`config.mk`:
```
export PLATFORM = sky130hd
export DESIGN_NAME = branch_history_table_flat
export DESIGN_NICKNAME = d
export VERILOG_FILES = /design/src/rtl/branch_history_table_if.sv /design/src/rtl/branch_history_table.sv /design/src/flat_wrapper.sv
export SDC_FILE = /design/constraint.sdc
export NUM_CORES = 1
export LEC_CHECK = 0
export CAP_MARGIN = 20
export CORE_ASPECT_RATIO = 1.1
export CORE_UTILIZATION = 45
export DETAILED_ROUTE_END_ITERATION = 8
export PLACE_DENSITY = 0.65
export SLEW_MARGIN = 0
export SYNTH_ARGS = -nofsm -noshare
export SYNTH_HDL_FRONTEND = slang
export SYNTH_SLANG_ARGS = --single-unit
```
`constraint.sdc`:
```
create_clock -name clk -period 10.26 [get_ports clk]
set_input_delay 2.052 -clock clk [delete_from_list [all_inputs] [get_ports clk]]
set_output_delay 2.052 -clock clk [all_outputs]
set_load 0.05 [all_outputs]
```
`src/rtl/branch_history_table_if.sv`:
```
// Purpose: fetch-side prediction and EX-side training signals for the gshare predictor.
// Latency: pure wiring, no state.
// Backpressure: none; every signal is a single-cycle strobe or a level.
// Ports (slave = predictor view):
//   in : IF_pc, hit, IF_Branch, IF_Jump, EX_valid, EX_Branch, EX_taken, EX_mispredict, EX_index
//   out: predict_taken, pred_index, init_busy, branch_count, mispredict_count
interface branch_history_table_if #(
  parameter int INDEX_WIDTH = 6
);
  // Fetch side
  logic [31:0]            IF_pc;
  logic                   hit;
  logic                   IF_Branch;
  logic                   IF_Jump;
  logic                   predict_taken;
  logic [INDEX_WIDTH-1:0] pred_index;
  // Resolve side
  logic                   EX_valid;
  logic                   EX_Branch;
  logic                   EX_taken;
  logic                   EX_mispredict;
  logic [INDEX_WIDTH-1:0] EX_index;
  // Status
  logic                   init_busy;
  logic [31:0]            branch_count;
  logic [31:0]            mispredict_count;

  modport master (
    output IF_pc, hit, IF_Branch, IF_Jump,
    output EX_valid, EX_Branch, EX_taken, EX_mispredict, EX_index,
    input  predict_taken, pred_index, init_busy, branch_count, mispredict_count
  );

  modport slave (
    input  IF_pc, hit, IF_Branch, IF_Jump,
    input  EX_valid, EX_Branch, EX_taken, EX_mispredict, EX_index,
    output predict_taken, pred_index, init_busy, branch_count, mispredict_count
  );
endinterface

```
`src/rtl/branch_history_table.sv`:
```
// Purpose: gshare direction predictor (2-bit counters indexed by PC xor global history) + branch stats.
// Latency: prediction is combinational in IF; a training update is visible from the next cycle.
// Backpressure: none; updates are never stalled, and are dropped while the table initialises.
// Ports:
//   clk, rst : clock and synchronous active-high reset
//   io_bht   : slave side of branch_history_table_if (fetch lookup, EX training, status/statistics)
module branch_history_table #(
  parameter int         INDEX_WIDTH  = 6,
  parameter int         GHR_WIDTH    = 6,
  parameter logic [1:0] COUNTER_INIT = 2'b01
) (
  input  logic                    clk,
  input  logic                    rst,
  branch_history_table_if.slave   io_bht
);

  localparam int ENTRIES = 2**INDEX_WIDTH;

  typedef enum logic {
    ST_INIT  = 1'b0,
    ST_READY = 1'b1
  } state_t;

  state_t                 r_state;
  state_t                 w_state_nxt;
  logic [INDEX_WIDTH-1:0] r_init_ptr;
  logic [GHR_WIDTH-1:0]   r_ghr;
  logic [GHR_WIDTH-1:0]   w_ghr_nxt;
  logic [1:0]             r_table [ENTRIES];
  logic [31:0]            r_branch_count;
  logic [31:0]            r_mispredict_count;

  logic                   w_init_busy;
  logic                   w_init_we;
  logic                   w_upd_en;
  logic [INDEX_WIDTH-1:0] w_idx;
  logic [1:0]             w_pred_ctr;
  logic [1:0]             w_ctr_old;
  logic [1:0]             w_ctr_new;
  logic                   w_predict_taken;
  logic                   w_unused_pc;

  // PC bits outside the index field do not take part in the lookup.
  assign w_unused_pc = ^{io_bht.IF_pc[31:INDEX_WIDTH+2], io_bht.IF_pc[1:0]};

  // ---------------- FSM: state register ----------------
  always_ff @(posedge clk) begin
    if (rst) begin
      r_state <= ST_INIT;
    end else begin
      r_state <= w_state_nxt;
    end
  end

  // ---------------- FSM: next state ----------------
  always_comb begin
    w_state_nxt = r_state;
    case (r_state)
      ST_INIT:  if (r_init_ptr == '1) w_state_nxt = ST_READY;
      ST_READY: w_state_nxt = ST_READY;
      default:  w_state_nxt = ST_INIT;
    endcase
  end

  // ---------------- FSM: outputs ----------------
  // Init writes and training writes share the single table write port;
  // the state makes them mutually exclusive.
  always_comb begin
    w_init_busy = (r_state == ST_INIT);
    w_init_we   = w_init_busy && !rst;
    w_upd_en    = !w_init_busy && !rst && io_bht.EX_valid && io_bht.EX_Branch;
  end

  // ---------------- init pointer ----------------
  always_ff @(posedge clk) begin
    if (rst) begin
      r_init_ptr <= '0;
    end else if (w_init_we) begin
      r_init_ptr <= r_init_ptr + 1'b1;
    end
  end

  // ---------------- counter table (not reset; rebuilt by init sweep) ----------------
  assign w_ctr_old = r_table[io_bht.EX_index];

  always_comb begin
    w_ctr_new = w_ctr_old;
    if (io_bht.EX_taken) begin
      if (w_ctr_old != 2'b11) w_ctr_new = w_ctr_old + 2'b01;
    end else begin
      if (w_ctr_old != 2'b00) w_ctr_new = w_ctr_old - 2'b01;
    end
  end

  always_ff @(posedge clk) begin
    if (w_init_we) begin
      r_table[r_init_ptr] <= COUNTER_INIT;
    end else if (w_upd_en) begin
      r_table[io_bht.EX_index] <= w_ctr_new;
    end
  end

  // ---------------- global history (non-speculative) ----------------
  generate
    if (GHR_WIDTH == 1) begin : g_ghr_one
      assign w_ghr_nxt = io_bht.EX_taken;
    end else begin : g_ghr_shift
      assign w_ghr_nxt = {r_ghr[GHR_WIDTH-2:0], io_bht.EX_taken};
    end
  endgenerate

  always_ff @(posedge clk) begin
    if (rst) begin
      r_ghr <= '0;
    end else if (w_upd_en) begin
      r_ghr <= w_ghr_nxt;
    end
  end

  // ---------------- statistics (wrap naturally at 32 bits) ----------------
  always_ff @(posedge clk) begin
    if (rst) begin
      r_branch_count     <= '0;
      r_mispredict_count <= '0;
    end else if (w_upd_en) begin
      r_branch_count <= r_branch_count + 32'd1;
      if (io_bht.EX_mispredict) r_mispredict_count <= r_mispredict_count + 32'd1;
    end
  end

  // ---------------- lookup ----------------
  // Reads use the pre-update table and history: no bypass from a same-cycle write.
  assign w_idx      = io_bht.IF_pc[INDEX_WIDTH+1:2] ^ INDEX_WIDTH'(r_ghr);
  assign w_pred_ctr = r_table[w_idx];

  // Unconditional jumps win over conditional branches when the BTB flags both.
  always_comb begin
    w_predict_taken = 1'b0;
    if (!w_init_busy && io_bht.hit) begin
      if (io_bht.IF_Jump)        w_predict_taken = 1'b1;
      else if (io_bht.IF_Branch) w_predict_taken = w_pred_ctr[1];
    end
  end

  assign io_bht.predict_taken    = w_predict_taken;
  assign io_bht.pred_index       = w_idx;
  assign io_bht.init_busy        = w_init_busy;
  assign io_bht.branch_count     = r_branch_count;
  assign io_bht.mispredict_count = r_mispredict_count;

endmodule
```
`src/flat_wrapper.sv`:
```
// flat-port wrapper written by rule: the top's interface ports become plain ports
module branch_history_table_flat 
#(
  parameter int         INDEX_WIDTH  = 6,
  parameter int         GHR_WIDTH    = 6,
  parameter logic [1:0] COUNTER_INIT = 2'b01
)
  (clk, rst, io_bht_IF_pc, io_bht_hit, io_bht_IF_Branch, io_bht_IF_Jump, io_bht_EX_valid, io_bht_EX_Branch, io_bht_EX_taken, io_bht_EX_mispredict, io_bht_EX_index, io_bht_predict_taken, io_bht_pred_index, io_bht_init_busy, io_bht_branch_count, io_bht_mispredict_count);
  branch_history_table_if #(.INDEX_WIDTH(INDEX_WIDTH)) io_bht_i ();
  input  logic clk;
  input  logic rst;
  input wire logic [$bits(io_bht_i.IF_pc)-1:0] io_bht_IF_pc;
  input wire logic [$bits(io_bht_i.hit)-1:0] io_bht_hit;
  input wire logic [$bits(io_bht_i.IF_Branch)-1:0] io_bht_IF_Branch;
  input wire logic [$bits(io_bht_i.IF_Jump)-1:0] io_bht_IF_Jump;
  input wire logic [$bits(io_bht_i.EX_valid)-1:0] io_bht_EX_valid;
  input wire logic [$bits(io_bht_i.EX_Branch)-1:0] io_bht_EX_Branch;
  input wire logic [$bits(io_bht_i.EX_taken)-1:0] io_bht_EX_taken;
  input wire logic [$bits(io_bht_i.EX_mispredict)-1:0] io_bht_EX_mispredict;
  input wire logic [$bits(io_bht_i.EX_index)-1:0] io_bht_EX_index;
  output wire logic [$bits(io_bht_i.predict_taken)-1:0] io_bht_predict_taken;
  output wire logic [$bits(io_bht_i.pred_index)-1:0] io_bht_pred_index;
  output wire logic [$bits(io_bht_i.init_busy)-1:0] io_bht_init_busy;
  output wire logic [$bits(io_bht_i.branch_count)-1:0] io_bht_branch_count;
  output wire logic [$bits(io_bht_i.mispredict_count)-1:0] io_bht_mispredict_count;
  assign io_bht_i.IF_pc = io_bht_IF_pc;
  assign io_bht_i.hit = io_bht_hit;
  assign io_bht_i.IF_Branch = io_bht_IF_Branch;
  assign io_bht_i.IF_Jump = io_bht_IF_Jump;
  assign io_bht_i.EX_valid = io_bht_EX_valid;
  assign io_bht_i.EX_Branch = io_bht_EX_Branch;
  assign io_bht_i.EX_taken = io_bht_EX_taken;
  assign io_bht_i.EX_mispredict = io_bht_EX_mispredict;
  assign io_bht_i.EX_index = io_bht_EX_index;
  assign io_bht_predict_taken = io_bht_i.predict_taken;
  assign io_bht_pred_index = io_bht_i.pred_index;
  assign io_bht_init_busy = io_bht_i.init_busy;
  assign io_bht_branch_count = io_bht_i.branch_count;
  assign io_bht_mispredict_count = io_bht_i.mispredict_count;
  branch_history_table #(.INDEX_WIDTH(INDEX_WIDTH), .GHR_WIDTH(GHR_WIDTH), .COUNTER_INIT(COUNTER_INIT)) u_core (.clk(clk), .rst(rst), .io_bht(io_bht_i));
endmodule
```
==> results of run 1 <==
cells in the mapped netlist, types with 4 or more instances:
library cell  count
or3_1            13
nand2b_1          8
edfxtp_1        128
nor2_1          140
mux2i_1          31
o21ai_1           4
o21a_1            4
or2_2             7
a21oi_1          22
and4_1            4
mux4_2           32
inv_1             9
nor2b_1           7
o211ai_1          5
o21ai_0          18
buf_2             4
nand3_1          23
xnor2_1          13
xor2_1           49
and3_1            7
mux4_1            5
nor3_1            6
clkbuf_1         16
nand3b_1         10
nand4_1          16
dfxtp_1          77
nand2_1          68
cell families (layout without fill, tap and decap cells):
family	count (synthesis)	count (layout)	share of synthesized area
mux	69	69	0.124
xor+xnor	64	64	0.0620
flops	205	205	0.569
compound gates	79	79	0.0558
simple gates	324	324	0.162
buf+inv	38	149	0.0217
fa+ha+maj	4	4	0.00516
power groups by stage:
stage          logic [W]  registers, W  clock network, W
2_1_floorplan  0.0000560      0.000887                 0
3_3_place_gp   0.0000835      0.000887                 0
3_5_place_dp   0.0000837      0.000887                 0
4_1_cts        0.0000839      0.000869          0.000798
5_1_grt        0.0000897      0.000869          0.000831
6_report       0.0000840      0.000870          0.000786
final cells by class:
type	instances	area [sq um]
Multi-Input combinational cell	540	3890
Fill cell	1733	9260
Clock inverter	13	124
Tap cell	256	320
Clock buffer	27	591
Sequential cell	205	5390
Timing Repair Buffer	100	971
Inverter	9	33.8
layer usage:
metal  vias up  track usage  part of all wire
met5         -            0                 0
met4         0       0.0785             0.030
met3        41       0.0464             0.073
met2       199        0.342              0.46
met1      3159        0.267              0.43
li1       3061            -                 -
state kept, by name (all words and copies together), names as in the netlist:
| register | cells |
|---|---|
| u_core.r_init_ptr | 6 |
| u_core.r_table | 128 |
| u_core.r_ghr | 6 |
| u_core.io_bht.branch_count | 32 |
| u_core.io_bht.mispredict_count | 32 |
| u_core.r_state | 1 |
how the worst max path moves through the flow:
stage                      endpoint  slack [ns]  depth (start not counted)
3_5_place_dp   io_bht_predict_taken        2.55                          9
2_1_floorplan  u_core.r_table[0][0]        3.64                          8
4_1_cts        io_bht_predict_taken        2.54                          9
6_report       io_bht_predict_taken        2.60                          9
3_3_place_gp   io_bht_predict_taken        2.56                          9
5_1_grt        io_bht_predict_taken        2.48                          9
worst max-delay path: cells and delay by family:
family | cells | cell delay, ns
mux | 2 | 1.11
simple gates | 1 | 0.08
buf+inv | 2 | 1.24
xor+xnor | 1 | 0.72
compound gates | 3 | 0.38
metrics by stage:
step                      instances  utilization  setup WS [ns]  total power, W  instance area (sq um)
after floorplan                 783            -           3.64        0.000943                   9460
after global placement         1110        0.515           2.56        0.000971                  10600
after detailed placement       1110        0.515           2.55        0.000971                  10600
after CTS                      1150        0.550           2.54         0.00175                  11300
after global routing           1150        0.550           2.48         0.00179                  11300
final                          1150        0.550           2.60         0.00174                  11300
placed cells by master, fill, tap and decap left out, types with 5 or more instances in the layout:
master and count:
and3_1 7, xnor2_1 13, nor3_1 6, or3_1 13
xor2_1 49, inv_1 9, nand3_1 23, mux4_1 5
nor2_1 140, nor2b_1 7, o211ai_1 5, dfxtp_1 77
nand4_1 16, clkbuf_16 23, o21ai_0 17, mux4_2 32
edfxtp_1 128, mux2i_1 31, clkdlybuf4s50_1 90, or2_2 7
nand2b_1 8, clkinv_2 5, nand3b_1 10, nand2_1 68
a21oi_1 22, buf_4 8
==> results.md, run 1 <==
- Status: finished clean
- Die X: 140 um
- Hold Fails Final Rpt: 0
- Die area: roughly 22000 sq um
- Area grow syn2layout: 19.6%
- Number of global-route vias before repair: 6388
- Worst Hold Launch: u_core.r_ghr[3]
- CP arrival: 5.60 ns
- Synthesis warning total: 0
- Switching share of total power: 0.218
- Pint: ~0.0014 W
- Slowest-stage cell, CP: xor2_4
- Worst-margin pin slew: about 0.95 ns
- Main synth FF type: edfxtp_1
- Startpoint Class: primary input
- Hold depth: 2
- FF+latch count, synth: around 210
- Critical-path cell list: clkdlybuf4s50_1 -> xor2_4 -> mux4_2 -> mux4_2 -> nand2_1 -> o21ai_0 -> o21ai_1 -> a21oi_1 -> clkdlybuf4s50_1
- Worst-path clk slew: ~0.06 ns
- Final Skew: ~0.011 ns
- Sequential share of the synthesized area: 0.569
- Initial DRC count: 453
- Clock power frac: 0.452
- Core box area: 20600 sq um
- GP Congestion: around 0.83
- Setup TNS: 0 ns
- Initial antenna violation count: 0
- Crit path launch: io_bht_IF_pc[2]
- Max Slew Vio Count: 0
- R2R depth: 8
- Antenna diode count: 0
- CTS tree: built
- RSZ-0062 raised after global routing: no
- Synth area leaders: edfxtp_1, dfxtp_1, mux4_2
- Sequential share of power: 0.500
- Hold Buf Count CTS: 0
- Crit path max fanout: 17
- Yosys top cell area share: 0.406
- Cell count after synthesis: 783
- Post-Syn Area: roughly 9500 sq um
- Max Buffers Root-to-Sink: 3
- LEAKAGE: slightly above 4 nW
- DRT Pass-1 Iters: 7
- Worst R2R Setup Slack: approximately 7.3 ns
- Fin crit share: 0.746
- Final WL: 22.2 mm
- Drt drc: 0
- Req. time, crit path: about 8 ns
- Clk sinks: a little over 200
- EDFF count, synth: approximately 130
- Post-CTS setup buffer count: 0
- Synth cell types: 63
- Pin count of the biggest net entering global routing: just over 80
- Crit path kind: in -> out
- Worst-Skew Late Latency: approximately 0.51 ns
- Worst Hold Slack: around 0.47 ns
- Post-DP HPWL: 14.5 mm
- H-tree levels: 1
- Routed len/inst: 19.3 um
- Hold path endpoint: u_core.r_ghr[4]
- Clk root buf: clkbuf_16
- Worst r2r dst: u_core.io_bht.mispredict_count[22]
- Final ANT Viol Nets: 0
- Hold WC Path Type: reg -> reg
- Max Clk Rate: 131 MHz
- Syn_area_per_cell: roughly 12 sq um
- Syn Nets: roughly 830
- Placement Rows: 55
- Post-route minimum period: approximately 7.7 ns
- Comb pwr share: 0.048
- Slew headroom: 0.364
- Die Ht: between 150 and 200 um
- Global-route wire length before repair: 34.6 mm
- Worst R2R Start: u_core.r_state
- Port Buf Inserts: 92
- Gr usage total: 0.207
- Ratio of cells with drive above 1 in the final layout: 0.111
- Via count: around 6.5k
- CTS buffer count: 22
- Worst path max stage delay: just over 0.7 ns
- Largest area contributor in the netlist: edfxtp_1
- Maxcap violations: 0
- Psw: around 0.00038 W
- Effective utilization at floorplan: 0.460
- Final setup violation count: 0
- Async SR Flop Fraction: 0
- # nets final: about 930
- IO Count: around 120
- Gr ovfl total: 0
- Peak VDD IR: approximately 100 uV
- Crit. End Element: output pin
- Via density: approximately 5.6
- Post-CTS Resized: 0
- Pwr dens: ~150 nW/um^2
Note: power is estimated with default switching activity, not from simulation.
==> inputs of run 2 (changes only) <==
==> constraint.sdc (replaced) <==
create_clock -name clk -period 8 [get_ports clk]
set_input_delay 1.6 -clock clk [delete_from_list [all_inputs] [get_ports clk]]
set_output_delay 1.6 -clock clk [all_outputs]
set_load 0.05 [all_outputs]
==> run 2 against run 1 <==
  * Flip-flop and latch count did not move
  * Core utilization fell by 0.13 points
  * Sequential power rose by 29%
  * Global-route usage rose by 0.49 points
  * Register-to-register slack got worse by 2.3 ns
  * Wire length rose by 0.60%
  * Combinational power rose by 27%
  * Clock skew fell by 0.0025 ns
  * Critical endpoint unchanged
  * Highest routed layer unchanged
==> results.md, run 2 (synthesized netlist as in run 1, its figures left out) <==
- Die X: 140 um (unchanged)
- Post-CTS Resized: 0 (unchanged)
- RSZ-0062 raised after global routing: no
- Top reg by flops: u_core.r_table
- CTS buffer count: 23 (+4.5%)
- Slew headroom: 0.336 (-0.0277)
- Worst-margin pin slew: 0.995 ns (+0.0440 ns)
- Hold path endpoint: u_core.r_ghr[4]
- Hold Fails Final Rpt: 0 (unchanged)
- Worst-Skew Late Latency: 0.50 ns (about the same)
- Setup TNS: 0 ns (unchanged)
- CTS tree: built
- Placed Area: 10600 sq um (+0.14%)
- IO Count: 119 (unchanged)
- CP arrival: 5.17 ns (-0.43 ns)
- Area grow syn2layout: 19.3%
- # nets final: 931 (+0.32%)
- Clk root buf: clkbuf_16
- Crit. End Element: output pin
- Crit path max fanout: 13 (-4)
- Hold WC Path Type: reg -> reg
- Area of the multi-input gates: 3890 sq um (unchanged)
- Post-route cell area: 11300 sq um (-0.24%)
- GP Congestion: 0.840 (+0.77%)
- Core box area: 20600 sq um (unchanged)
- Seq. cell area: 5390 sq um (unchanged)
- Gr ovfl total: 0 (unchanged)
- Pin count of the biggest net entering global routing: 83 (unchanged)
- Die Ht: 154 um (unchanged)
- Gr usage total: 0.212 (+0.00493)
- Maxcap violations: 0 (unchanged)
- Worst R2R Setup Slack: 5.08 ns (-2.26 ns)
- Worst r2r dst: u_core.io_bht.mispredict_count[22]
- Die area: 21600 sq um (unchanged)
- Hold depth: 2 (unchanged)
- Initial DRC count: 392 (-13%)
- Final setup violation count: 0 (unchanged)
- Ratio of cells with drive above 1 in the final layout: 0.114 (+0.00297)
- Post-DP HPWL: 15.1 mm (+4.2%)
- Final Skew: 0.00832 ns (-0.00245 ns)
- Worst R2R Start: u_core.r_state
- Peak VDD IR: 149 uV (+45%)
- Clk sinks: 205 (unchanged)
- Placement Rows: 55 (unchanged)
- Post-route minimum period: slightly below 7 ns
- Leading cell types in the layout, fill and taps excluded: nor2_1, edfxtp_1, clkdlybuf4s50_1, dfxtp_1, nand2_1
- Global-route wire length before repair: 35.4 mm (+2.2%)
- Fin crit share: 0.847
- Hold Buf Count CTS: 0 (unchanged)
- Initial antenna violation count: 0 (unchanged)
- Top layer in use: met4
- Startpoint Class: primary input
- Number of fill cells: 1730 (-0.17%)
- Worst Hold Launch: u_core.r_ghr[3]
- Detail Route met2 WL: 10.8 mm (+4.8%)
- Worst Hold Slack: 0.473 ns (-0.000194 ns)
- Final ANT Viol Nets: 0 (unchanged)
- Drt drc: 0 (unchanged)
- Worst-path clk slew: 0.06 ns (about the same)
- R2R depth: 8 (unchanged)
- Crit path kind: in -> out
- Max Clk Rate: ~150 MHz
- Max Slew Vio Count: 0 (unchanged)
- Status: finished clean
- H-tree levels: 1 (unchanged)
- Most common cell after layout, fill and taps aside: nor2_1
- Pwr dens: 192 nW/um^2 (+25%)
- Req. time, crit path: 6.40 ns (-1.81 ns)
- Port Buf Inserts: 92 (unchanged)
- Via count: 6439 (-0.33%)
- DRT Pass-1 Iters: 4 (-3)
- Met3 routed WL: 1.39 mm (-15%)
- Post-CTS setup buffer count: 0 (unchanged)
- Via density: 5.58 (-0.58%)
- Met1 wire length: 9.52 mm (-0.72%)
- Effective utilization at floorplan: 0.460 (unchanged)
- LEAKAGE: 4.05 nW (-0.12%)
- Largest register FFs: 128 (unchanged)
- Antenna diode count: 0 (unchanged)
- Max Buffers Root-to-Sink: 3 (unchanged)
- Number of global-route vias before repair: 6326 (-0.97%)
- Final WL: 22.3 mm (+0.60%)
- Routed len/inst: 19.4 um (+0.34%)
==> run 2: changes by cell type in the layout (fill, tap and decap cells not counted), sizes merged <==
cell    before  now
buf         10   12
bufinv       2    0
inv          9   10
clkinv       8   10
==> run 2: metal layers <==
metal  vias to the layer above  track usage
met4                         0       0.0727
met2                       188        0.354
met5                         -            0
met3                        41       0.0383
li1                       3073            -
met1                      3137        0.279
==> run 2: power by group <==
part,switching (W),internal [W]
Sequential,0.00000240,0.00111
Clock,0.000418,0.000531
Combinational,0.0000661,0.0000413
Total,0.000486,0.00168
==> run 2: worst max path at each step <==
stage	from	end
after floorplan	io_bht_EX_index[0]	u_core.r_table[0][0]
after global placement	io_bht_IF_pc[2]	io_bht_predict_taken
after detailed placement	io_bht_IF_pc[2]	io_bht_predict_taken
after CTS	io_bht_IF_pc[2]	io_bht_predict_taken
after global routing	io_bht_IF_pc[2]	io_bht_predict_taken
final	io_bht_IF_pc[2]	io_bht_predict_taken
==> run 2: cell type report <==
type | instances | area share
clock buffers | 27 | 0.0523
multi-input cells | 540 | 0.344
clock inverters | 14 | 0.00721
well taps | 256 | 0.0284
inverters | 9 | 0.00299
flip-flops and latches | 205 | 0.477
repair buffers | 102 | 0.0874
==> run 2: per-stage QoR <==
stage / total power (W) / worst slack (ns) / util / std cells
6_report: 0.00217 / 1.23 / 0.548 / 1153
5_1_grt: 0.00224 / 1.04 / 0.548 / 1153
4_1_cts: 0.00219 / 1.18 / 0.548 / 1153
3_5_place_dp: 0.00125 / 1.21 / 0.516 / 1112
3_3_place_gp: 0.00125 / 1.25 / 0.516 / 1112
2_1_floorplan: 0.00121 / 1.83 / - / 783
==> run 2: critical path, stage by stage <==
cell and delay [ns]:
clkdlybuf4s50_1 0.54, xor2_4 0.59, buf_4 0.29, mux4_1 0.56, mux2_2 0.28, a21oi_1 0.16
o21ai_0 0.09, o21ai_1 0.24, a21oi_1 0.10, clkdlybuf4s50_1 0.70
==> inputs of run 3 (changes only) <==
--- a/config.mk
+++ b/config.mk
@@ -9,7 +9,7 @@
 export CORE_ASPECT_RATIO = 1.1
 export CORE_UTILIZATION = 45
 export DETAILED_ROUTE_END_ITERATION = 8
-export PLACE_DENSITY = 0.65
+export PLACE_DENSITY = 0.68
 export SLEW_MARGIN = 0
 export SYNTH_ARGS = -nofsm -noshare
 export SYNTH_HDL_FRONTEND = slang
==> constraint.sdc (replaced) <==
create_clock -name clk -period 5.85 [get_ports clk]
set_input_delay 1.17 -clock clk [delete_from_list [all_inputs] [get_ports clk]]
set_output_delay 1.17 -clock clk [all_outputs]
set_load 0.05 [all_outputs]
==> run 3 against run 2 <==
  * Clock skew increased by 0.0052 ns
  * Sequential power increased by 37%
  * Via count is 2.3% higher
  * Sequential share of layout area fell by 0.29 points
  * Clock power up 42%
  * Final area up 0.62%
  * Global-route usage shrank 0.075 points
==> results.md, run 3 (synthesized netlist as in run 1, its figures left out) <==
- Core box area: 20600 sq um (unchanged)
- Post-CTS setup buffer count: 0 (unchanged)
- CP arrival: 4.05 ns (-1.12 ns)
- Post-DP HPWL: 15.5 mm (+2.5%)
- Final setup violation count: 0 (unchanged)
- Area grow syn2layout: 20.0%
- R2R depth: 6 (-2)
- Sequential share of power: 0.505 (-0.009)
- Crit path kind: in -> out
- Req. time, crit path: 4.68 ns (-1.72 ns)
- Die area: 21600 sq um (unchanged)
- Via count: 6584 (+2.3%)
- H-tree levels: 1 (unchanged)
- GR Util met1: 0.269 (-0.0107)
- Psw: 0.000647 W (+33%)
- Die X: 140 um (unchanged)
- Number of global-route vias before repair: 6378 (+0.82%)
- Most common cell after layout, fill and taps aside: nor2_1
- GR peak layer: met2
- Final WL: 22.8 mm (+2.0%)
- Worst R2R Setup Slack: 2.97 ns (-2.11 ns)
- Hold Buf Count CTS: 0 (unchanged)
- Crit path max fanout: 11 (-2)
- Via density: 5.70 (+2.1%)
- GP Congestion: 0.855 (+1.8%)
- Hold Fails Final Rpt: 0 (unchanged)
- Critical path's most frequent cell: mux4_2
- Startpoint Class: primary input
- Worst path max stage delay: 0.59 ns (-0.11 ns)
- Post-route minimum period: between 5 and 6 ns
- LEAKAGE: 4.11 nW (+1.4%)
- Final Skew: 0.0135 ns (+0.00519 ns)
- Max Buffers Root-to-Sink: 3 (unchanged)
- Global-route wire length before repair: 35.3 mm (-0.35%)
- Leading cell types in the layout, fill and taps excluded: nor2_1, edfxtp_1, clkdlybuf4s50_1, dfxtp_1, nand2_1
- Pwr dens: 266 nW/um^2 (+38%)
- Peak VDD IR: 245 uV (+65%)
- Clock power frac: 0.446 (+0.009)
- Worst-margin pin slew: 0.974 ns (-0.0209 ns)
- Worst-Skew Late Latency: 0.50 ns (about the same)
- M2 GR Usage: 0.353 (-0.000952)
- Initial antenna violation count: 0 (unchanged)
- Status: finished clean
- # nets final: 933 (+0.21%)
- Pin count of the biggest net entering global routing: 82 (-1.2%)
- Top reg by flops: u_core.r_table
- Hold WC Path Type: reg -> reg
- Routed len/inst: 19.7 um (+1.8%)
- Worst-path clk slew: 0.06 ns (about the same)
- CTS buffer count: 22 (-4.3%)
- Gr usage total: 0.212 (-0.000753)
- Slowest-stage cell, CP: mux4_2
- Drt drc: 0 (unchanged)
- Placement Rows: 55 (unchanged)
- Fin crit share: 0.892
- Max Clk Rate: approximately 190 MHz
- Initial DRC count: 469 (+20%)
- Clk root buf: clkbuf_16
- Met3 Usage GRT: 0.0511 (+0.0128)
- Die Ht: 154 um (unchanged)
- Pint: 0.00238 W (+41%)
- Max Slew Vio Count: 0 (unchanged)
- Antenna diode count: 0 (unchanged)
- DRT Pass-1 Iters: 5 (+1)
- Final ANT Viol Nets: 0 (unchanged)
- Clk sinks: 205 (unchanged)
- IO Count: 119 (unchanged)
- Final Util: 0.552 (+0.00340)
- Gr ovfl total: 0 (unchanged)
- Power, Total: 0.00302 W (+39%)
- Hold depth: 2 (unchanged)
- Critical-path cell list: clkdlybuf4s50_1 -> xor2_4 -> mux4_2 -> mux4_2 -> nand2_1 -> o21ai_0 -> o21ai_1 -> a21oi_1 -> buf_4
- Crit. End Element: output pin
- CTS tree: built
- Ratio of cells with drive above 1 in the final layout: 0.119 (+0.00531)
- Comb pwr share: 0.049 (about the same)
- RSZ-0062 raised after global routing: no
- Setup TNS: 0 ns (unchanged)
- Maxcap violations: 0 (unchanged)
- Slew headroom: 0.349 (+0.0125)
- Effective utilization at floorplan: 0.460 (unchanged)
- Largest register FFs: 128 (unchanged)
- Port Buf Inserts: 92 (unchanged)
- Switching share of total power: 0.214 (-0.0100)
- Post-CTS Resized: 0 (unchanged)
==> run 3: cell count changes in the layout (fill, tap and decap cells not counted) <==
cell / delta
buf_12: +1
clkbuf_2: +4
clkbuf_8: +3
inv_4: +1
clkbuf_1: -1
clkinvlp_4: -3
clkinv_2: -5
clkdlybuf4s50_1: -1
clkinv_1: -1
buf_4: +3
clkbuf_16: +1
==> run 3: final timing paths <==
check                                      from                     to
worst max-delay path            io_bht_IF_pc[2]   io_bht_predict_taken
worst min-delay path            u_core.r_ghr[2]        u_core.r_ghr[3]
worst min register to register  u_core.r_ghr[2]        u_core.r_ghr[3]
worst max register to register   u_core.r_state  u_core.r_table[59][0]
==> run 3: power groups by stage <==
stage | Sequential, W | Clock, W | Combinational (W)
after floorplan | 0.00156 | 0 | 0.0000982
after global placement | 0.00156 | 0 | 0.000148
after detailed placement | 0.00156 | 0 | 0.000149
after CTS | 0.00153 | 0.00138 | 0.000149
after global routing | 0.00152 | 0.00143 | 0.000159
final | 0.00153 | 0.00135 | 0.000149
==> run 3: through the flow <==
| stage | setup slack, ns | cells | instance area, sq um | hold WS, ns |
|---|---|---|---|---|
| finish | 0.633 | 1155 | 11400 | 0.471 |
| global route | 0.530 | 1155 | 11400 | 0.495 |
| CTS | 0.618 | 1155 | 11400 | 0.469 |
| detailed placement | 0.642 | 1115 | 10600 | 0.459 |
| global placement | 0.684 | 1115 | 10600 | 0.453 |
| floorplan | 0.111 | 783 | 9460 | 0.443 |
==> run 3: final cells by class <==
class,count,area [sq um]
repair buffers,105,1020
clock inverters,6,36.3
well taps,256,320
fillers,1717,9220
inverters,9,33.8
flip-flops and latches,205,5390
clock buffers,34,673
multi-input cells,540,3890
==> run 3: critical path, delay by kind of cell <==
| family | cells | cell delay (ns) |
|---|---|---|
| XOR/XNOR | 1 | 0.53 |
| AND/OR/NAND/NOR | 1 | 0.08 |
| buffers and inverters | 2 | 0.76 |
| AO/OA/AOI/OAI | 3 | 0.39 |
| multiplexers | 2 | 1.10 |
==> run 3: routing by layer <==
layer / vias up / part of all wire
li1: 3078 / -
met1: 3202 / 0.41
met2: 263 / 0.48
met3: 41 / 0.085
met4: 0 / 0.025
met5: - / 0
